===== config.mk =====
export PLATFORM = sky130hd
export DESIGN_NAME = spi_slave_flat
export DESIGN_NICKNAME = d
export VERILOG_FILES = /design/src/rtl/spi_pkg.sv /design/src/rtl/spi_slave_if.sv /design/src/rtl/spi_slave_bit_counter.sv /design/src/rtl/spi_slave.sv /design/src/flat_wrapper.sv
export SDC_FILE = /design/constraint.sdc
export NUM_CORES = 1
export LEC_CHECK = 0
export CORE_UTILIZATION = 30
export CTS_BUF_LIST = sky130_fd_sc_hd__clkbuf_16
export CTS_CLUSTER_DIAMETER = 100
export DETAILED_ROUTE_END_ITERATION = 10
export GPL_TIMING_DRIVEN = 0
export PLACE_DENSITY = 0.59
export SETUP_SLACK_MARGIN = 0.02
export SKIP_CTS_REPAIR_TIMING = 1
export SLEW_MARGIN = 25
export SYNTH_ARGS = -nofsm -noshare
export SYNTH_HDL_FRONTEND = slang
export SYNTH_SLANG_ARGS = --single-unit

===== constraint.sdc =====
create_clock -name clk_c -period 1.9 [get_ports clk_c]
set_clock_uncertainty 0.05 [all_clocks]
set_input_delay 0.38 -clock clk_c [delete_from_list [all_inputs] [get_ports clk_c]]
set_output_delay 0.38 -clock clk_c [all_outputs]
set_load 0.005 [all_outputs]

===== src/rtl/spi_pkg.sv =====
// Shared types for the SPI slave: FSM state encoding and default word width.
// Pure definitions; no logic, no latency.
package spi_pkg;
  localparam int N_DEFAULT = 8;

  typedef enum logic [1:0] {
    IDLE  = 2'd0,
    LOAD  = 2'd1,
    SHIFT = 2'd2
  } state_t;
endpackage


===== src/rtl/spi_slave_if.sv =====
// SPI pins plus the tx holding-register handshake and rx word outputs.
// slave modport is the block's view; master modport is the driving side.
interface spi_slave_if
  import spi_pkg::*;
#(
  parameter int N = N_DEFAULT
);
  logic         sclk_i;
  logic         cs_n_i;
  logic         mosi_i;
  logic         miso_o;
  logic         miso_oe_o;
  logic [N-1:0] tx_data_i;
  logic         tx_valid_i;
  logic         tx_ready_o;
  logic [N-1:0] rx_data_o;
  logic         rx_valid_o;
  logic         tx_underrun_o;
  logic         frame_abort_o;

  modport slave (
    input  sclk_i, cs_n_i, mosi_i, tx_data_i, tx_valid_i,
    output miso_o, miso_oe_o, tx_ready_o, rx_data_o, rx_valid_o,
           tx_underrun_o, frame_abort_o
  );

  modport master (
    output sclk_i, cs_n_i, mosi_i, tx_data_i, tx_valid_i,
    input  miso_o, miso_oe_o, tx_ready_o, rx_data_o, rx_valid_o,
           tx_underrun_o, frame_abort_o
  );
endinterface


===== src/rtl/spi_slave_bit_counter.sv =====
// Bit position within the current word: counts 0..N-1 on enable, wraps on the last bit.
// Clear has priority over enable; registered output, flag is combinational from count.
module spi_slave_bit_counter
  import spi_pkg::*;
#(
  parameter int N = N_DEFAULT
) (
  input  logic                 clk_c,
  input  logic                 reset_r,
  input  logic                 clear,
  input  logic                 en,
  output logic [$clog2(N)-1:0] count,
  output logic                 last
);
  localparam int             CW       = $clog2(N);
  localparam logic [CW-1:0]  LAST_VAL = CW'(N - 1);

  assign last = (count == LAST_VAL);

  always_ff @(posedge clk_c) begin
    if (reset_r || clear) begin
      count <= '0;
    end else if (en) begin
      count <= last ? '0 : count + CW'(1);
    end
  end
endmodule


===== src/rtl/spi_slave.sv =====
// Mode-0 SPI slave with one-entry tx holding register; SPI inputs see 3 clk_c cycles of sync/edge latency.
// tx_ready drops while the holding register is full or being reloaded; rx has no backpressure.
module spi_slave
  import spi_pkg::*;
#(
  parameter int N = N_DEFAULT
) (
  input logic       clk_c,
  input logic       reset_r,
  spi_slave_if.slave bus
);
  localparam int CW = $clog2(N);

  logic [1:0]    sclk_sync, cs_sync, mosi_sync;
  logic          sclk_d, cs_d;
  logic          sclk_rise, sclk_fall, cs_rise, cs_fall, mosi_bit;

  state_t        state_q, state_d;
  logic          reload, shift_rise, shift_fall, abort;

  logic [N-1:0]  hold_q;
  logic          hold_full_q;
  logic          tx_ready;
  logic [N-1:0]  tx_sr;
  logic [N-2:0]  rx_sr;
  logic [N-1:0]  rx_next;
  logic [N-1:0]  rx_data_q;
  logic          rx_valid_q, underrun_q, abort_q;

  logic [CW-1:0] count;
  logic          last;

  // Synchronizers reset to the idle bus levels so reset itself never looks like an edge.
  always_ff @(posedge clk_c) begin
    if (reset_r) begin
      sclk_sync <= 2'b00;
      cs_sync   <= 2'b11;
      mosi_sync <= 2'b00;
      sclk_d    <= 1'b0;
      cs_d      <= 1'b1;
    end else begin
      sclk_sync <= {sclk_sync[0], bus.sclk_i};
      cs_sync   <= {cs_sync[0], bus.cs_n_i};
      mosi_sync <= {mosi_sync[0], bus.mosi_i};
      sclk_d    <= sclk_sync[1];
      cs_d      <= cs_sync[1];
    end
  end

  assign sclk_rise = sclk_sync[1] & ~sclk_d;
  assign sclk_fall = ~sclk_sync[1] & sclk_d;
  assign cs_rise   = cs_sync[1] & ~cs_d;
  assign cs_fall   = ~cs_sync[1] & cs_d;
  assign mosi_bit  = mosi_sync[1];

  always_ff @(posedge clk_c) begin
    if (reset_r) state_q <= IDLE;
    else         state_q <= state_d;
  end

  // Deselect wins over any sclk activity seen in the same cycle.
  always_comb begin
    state_d    = state_q;
    reload     = 1'b0;
    shift_rise = 1'b0;
    shift_fall = 1'b0;
    abort      = 1'b0;
    if (cs_rise) begin
      state_d = IDLE;
      abort   = (state_q == SHIFT) && (count != '0);
    end else begin
      case (state_q)
        IDLE:  if (cs_fall) state_d = LOAD;
        LOAD: begin
          state_d = SHIFT;
          reload  = 1'b1;
        end
        SHIFT: begin
          shift_rise = sclk_rise;
          // A fall with the counter back at 0 follows the last bit of a word.
          if (sclk_fall) begin
            if (count == '0) reload     = 1'b1;
            else             shift_fall = 1'b1;
          end
        end
        default: state_d = IDLE;
      endcase
    end
  end

  spi_slave_bit_counter #(.N(N)) u_bit_counter (
    .clk_c   (clk_c),
    .reset_r (reset_r),
    .clear   (cs_rise),
    .en      (shift_rise),
    .count   (count),
    .last    (last)
  );

  assign tx_ready = ~hold_full_q & ~reload;

  always_ff @(posedge clk_c) begin
    if (reset_r) begin
      hold_q      <= '0;
      hold_full_q <= 1'b0;
    end else if (reload && hold_full_q) begin
      hold_full_q <= 1'b0;
    end else if (bus.tx_valid_i && tx_ready) begin
      hold_q      <= bus.tx_data_i;
      hold_full_q <= 1'b1;
    end
  end

  always_ff @(posedge clk_c) begin
    if (reset_r || cs_rise) begin
      tx_sr <= '0;
    end else if (reload) begin
      tx_sr <= hold_full_q ? hold_q : '0;
    end else if (shift_fall) begin
      tx_sr <= {tx_sr[N-2:0], 1'b0};
    end
  end

  assign rx_next = {rx_sr, mosi_bit};

  always_ff @(posedge clk_c) begin
    if (reset_r || cs_rise) rx_sr <= '0;
    else if (shift_rise)    rx_sr <= rx_next[N-2:0];
  end

  always_ff @(posedge clk_c) begin
    if (reset_r) begin
      rx_data_q  <= '0;
      rx_valid_q <= 1'b0;
      underrun_q <= 1'b0;
      abort_q    <= 1'b0;
    end else begin
      if (shift_rise && last) rx_data_q <= rx_next;
      rx_valid_q <= shift_rise & last;
      underrun_q <= reload & ~hold_full_q;
      abort_q    <= abort;
    end
  end

  assign bus.miso_oe_o     = (state_q != IDLE);
  assign bus.miso_o        = (state_q != IDLE) & tx_sr[N-1];
  assign bus.tx_ready_o    = tx_ready;
  assign bus.rx_data_o     = rx_data_q;
  assign bus.rx_valid_o    = rx_valid_q;
  assign bus.tx_underrun_o = underrun_q;
  assign bus.frame_abort_o = abort_q;
endmodule


===== src/flat_wrapper.sv =====
// flat-port wrapper written by rule: the top's interface ports become plain ports
module spi_slave_flat import spi_pkg::*;
#(
  parameter int N = N_DEFAULT
)
  (clk_c, reset_r, bus_sclk_i, bus_cs_n_i, bus_mosi_i, bus_tx_data_i, bus_tx_valid_i, bus_miso_o, bus_miso_oe_o, bus_tx_ready_o, bus_rx_data_o, bus_rx_valid_o, bus_tx_underrun_o, bus_frame_abort_o);
  spi_slave_if #(.N(N)) bus_i ();
  input logic clk_c;
  input logic reset_r;
  input wire logic [$bits(bus_i.sclk_i)-1:0] bus_sclk_i;
  input wire logic [$bits(bus_i.cs_n_i)-1:0] bus_cs_n_i;
  input wire logic [$bits(bus_i.mosi_i)-1:0] bus_mosi_i;
  input wire logic [$bits(bus_i.tx_data_i)-1:0] bus_tx_data_i;
  input wire logic [$bits(bus_i.tx_valid_i)-1:0] bus_tx_valid_i;
  output wire logic [$bits(bus_i.miso_o)-1:0] bus_miso_o;
  output wire logic [$bits(bus_i.miso_oe_o)-1:0] bus_miso_oe_o;
  output wire logic [$bits(bus_i.tx_ready_o)-1:0] bus_tx_ready_o;
  output wire logic [$bits(bus_i.rx_data_o)-1:0] bus_rx_data_o;
  output wire logic [$bits(bus_i.rx_valid_o)-1:0] bus_rx_valid_o;
  output wire logic [$bits(bus_i.tx_underrun_o)-1:0] bus_tx_underrun_o;
  output wire logic [$bits(bus_i.frame_abort_o)-1:0] bus_frame_abort_o;
  assign bus_i.sclk_i = bus_sclk_i;
  assign bus_i.cs_n_i = bus_cs_n_i;
  assign bus_i.mosi_i = bus_mosi_i;
  assign bus_i.tx_data_i = bus_tx_data_i;
  assign bus_i.tx_valid_i = bus_tx_valid_i;
  assign bus_miso_o = bus_i.miso_o;
  assign bus_miso_oe_o = bus_i.miso_oe_o;
  assign bus_tx_ready_o = bus_i.tx_ready_o;
  assign bus_rx_data_o = bus_i.rx_data_o;
  assign bus_rx_valid_o = bus_i.rx_valid_o;
  assign bus_tx_underrun_o = bus_i.tx_underrun_o;
  assign bus_frame_abort_o = bus_i.frame_abort_o;
  spi_slave #(.N(N)) u_core (.clk_c(clk_c), .reset_r(reset_r), .bus(bus_i));
endmodule

==> impl_results.md <==
* Dpl cell area at 0.002464 mm2
* Pwr per Cell Area at approximately 740 mW/mm2
* Pre-CTS worst setup slack at -0.4860 ns
* Vias at between 1,500 and 2,000
* CP max stage cell: dfxtp_2
* Synthesized instance count at 216
* Syn_nets at 236
* Synth cell types at 31
* Clock share of power at 0.413
* Die area at roughly 0.0073 mm2
* Max IR drop VDD at approximately 0.37 mV
* Failing checks: negative setup slack
* Sequential power share at 0.519
* CTS buffer count at 5
* Switch share at 0.2122
* Initial Util at 0.3098
* Drt via density at between 4 and 5
* Kind of critical path: reg -> out
* Finished Cell Area at about 0.0027 mm2
* Dpl cells at around 320
* Synth warn at 0
* Worst EP arrival at ~1.6 ns
* # rows at 30
* DIE WIDTH at around 86 um
* Syn Area/Cell at ~9.7 um2
* Fillers at 697
* Required time of the worst setup path at between 1 and 1.5 ns
* Core area at between 0.006 and 0.007 mm2
* # DRC at 0
* Final core occ at 0.3985
* Largest net degree at the start of global routing at 15
* Max-Cap Viols at 0
* First-pass GRT wire length at ~6500 um
* Reg clk slew, reported paths at around 0.06 ns
* Synth top area cells: dfxtp_1 (46%), mux2i_1 (8.1%), nand2b_1 (8.1%)
* Sequential-to-total area share from yosys stat at 0.4591
* Clk sinks at 48
* Area growth syn-to-layout at 28.63%
* RePlAce Congestion at 0.6906
* Worst min path class: reg -> reg
* P_int at roughly 1.6 mW
* CP endpoint kind: output pin
* Die Y at approximately 86 um
* Seq. cell area at around 970 um2
* Buf/Inv on CP at 3
* Bufs on Longest Clock Path at 2
* GRT Overall Usage at 0.1108
* Final Hold Fails at 0
* FMAX at a little under 0.5 GHz
* Leakage at 0.9380 nW
* Post-synth EDFFs at 0
* Syn Std Cell Area at around 0.0021 mm2
* Predominant post-synthesis flop cell: dfxtp_1
* Area of the multi-input gates at about 0.0011 mm2
* Final WS setup at -0.1729 ns
* Yosys top cell area share at 0.4591
* CP delay by family, top: compound AO/OA/AOI/OAI gates
* Post-Layout Cell Count at roughly 340
* Synth area leader: dfxtp_1
* Most frequent cell after synthesis: dfxtp_1
* Pwr Total at about 2.0 mW
* Initial antenna violation count at 0
* Final WL at about 3700 um
* R2R Setup Slk at 0.11 ns
* Maximum fanout along the worst path at 7
* # IOs at 28
* Routed len/inst at about 11 um
* Final HPWL DP at about 2700 um
* Clock Latency Late Sink at between 0.2 and 0.3 ns
* Pre-antenna DRT Iters at 4
* GRT overflow at 0
* CTS tree: yes
* Post-DRT Antenna Nets at 0
* Number of global-route vias before repair at 1,418
* Crit path launch type: flop
* Outcome: complete, but fails checks
* Sw power at approximately 0.43 mW
* Htree depth at 2
* Hold_ws at between 0.3 and 0.4 ns
* Share of cells above drive strength 1 at 0.1907
* Post-synth top cells: dfxtp_1 (48), nand2b_1 (27), nand2_1 (19)
* Yosys reg bits at 48
* Relative slew margins at 0.6839
* RSZ-0062 raised after global routing: yes
* Crit-path cells: inv_2 > ha_4 > and3b_4 > o21a_4 > buf_6 > a21oi_2 > buf_2
* Setup violations, final at 2
* DRC marker count from the first detailed-route iteration at 46
* Worst Tran Pin Value at roughly 0.47 ns
* Period utilization at 1.091
* Port Buffers at 27
* Gate power share at 0.068
* Slew Limit Fails at 0
* Period minus WS final at between 2 and 2.5 ns
* Nets@finish at 276
* TNS Setup at -0.2594 ns
* Inserted Diodes at 0
* Root Driver: clkbuf_16
* Async S/R FF share, synth at 0
* Crit path largest cell delay at between 0.3 and 0.4 ns
-- flip-flops by register name, summed over array words and instances (netlist names), 2 cells and up --
| signal | flops |
|---|---|
| u_core.bus.rx_data_o | 8 |
| u_core.cs_sync | 2 |
| u_core.hold_q | 8 |
| u_core.mosi_sync | 2 |
| u_core.rx_sr | 7 |
| u_core.sclk_sync | 2 |
| u_core.state_q | 2 |
| u_core.tx_sr | 8 |
| u_core.u_bit_counter.count | 3 |
-- area by class of cell --
class | instances | share of cell area
plain buffers | 11 | 0.03346
repair buffers | 33 | 0.1152
clock inverters | 3 | 0.005112
clock buffers | 5 | 0.04647
well taps | 80 | 0.03717
multi-input cells | 151 | 0.3950
flip-flops and latches | 48 | 0.3592
inverters | 6 | 0.008364
-- worst reg2reg max path, cell delays in order, from the launching register on --
cell and delay [ns]:
dfxtp_2 0.34, inv_1 0.05, ha_2 0.18, nor2b_2 0.16, o21a_2 0.23, buf_4 0.14
a21oi_4 0.34, mux2i_1 0.23
-- logic make-up (layout without fill, tap and decap cells) --
| logic type | after synthesis | count (layout) | share of synthesized area |
|---|---|---|---|
| muxes | 17 | 17 | 0.08129 |
| buffers and inverters | 17 | 58 | 0.04782 |
| AOI/OAI and AO/OA | 30 | 30 | 0.1094 |
| DFF | 48 | 48 | 0.4591 |
| and+or+nand+nor | 98 | 98 | 0.2666 |
| adders and majority gates | 6 | 6 | 0.03586 |
-- worst paths after layout --
kind              cells after the start                           from                 to
setup reg to reg                      7  u_core.u_bit_counter.count[0]   u_core.hold_q[5]
setup / recovery                      7              u_core.state_q[0]     bus_tx_ready_o
hold reg to reg                       1              u_core.cs_sync[0]  u_core.cs_sync[1]
hold / removal                        1              u_core.cs_sync[0]  u_core.cs_sync[1]
-- power groups by stage --
stage	registers [mW]	logic [mW]	clock network (mW)
floorplan	1.06	0.0795	0
global placement	1.06	0.130	0
detailed placement	1.06	0.131	0
CTS	1.04	0.132	0.854
global route	1.04	0.153	0.888
finish	1.04	0.136	0.827
-- routing by layer --
| metal | wire, um | global-route usage |
|---|---|---|
| met5 | 0 | 0 |
| met4 | 47 | 0.03636 |
| met3 | 135 | 0.02984 |
| met2 | 1558 | 0.1687 |
| met1 | 1950 | 0.1525 |
-- layout by cell type (no fill, tap or decap), types with 2 or more instances in the layout --
cell type	instances
dfxtp_1	45
nand2b_1	27
clkdlybuf4s50_1	26
nand2_1	19
mux2i_1	17
nor2_1	16
a21oi_1	15
nand3_2	9
nand3_1	8
o2111a_1	7
clkbuf_1	6
nor2b_1	6
buf_4	6
inv_1	5
clkbuf_16	5
or2_2	3
ha_1	3
buf_6	2
nor2b_2	2
a21oi_2	2
buf_2	2
buf_12	2
ha_2	2
clkinv_2	2
dfxtp_2	2
(Power assumes the default switching activity.)
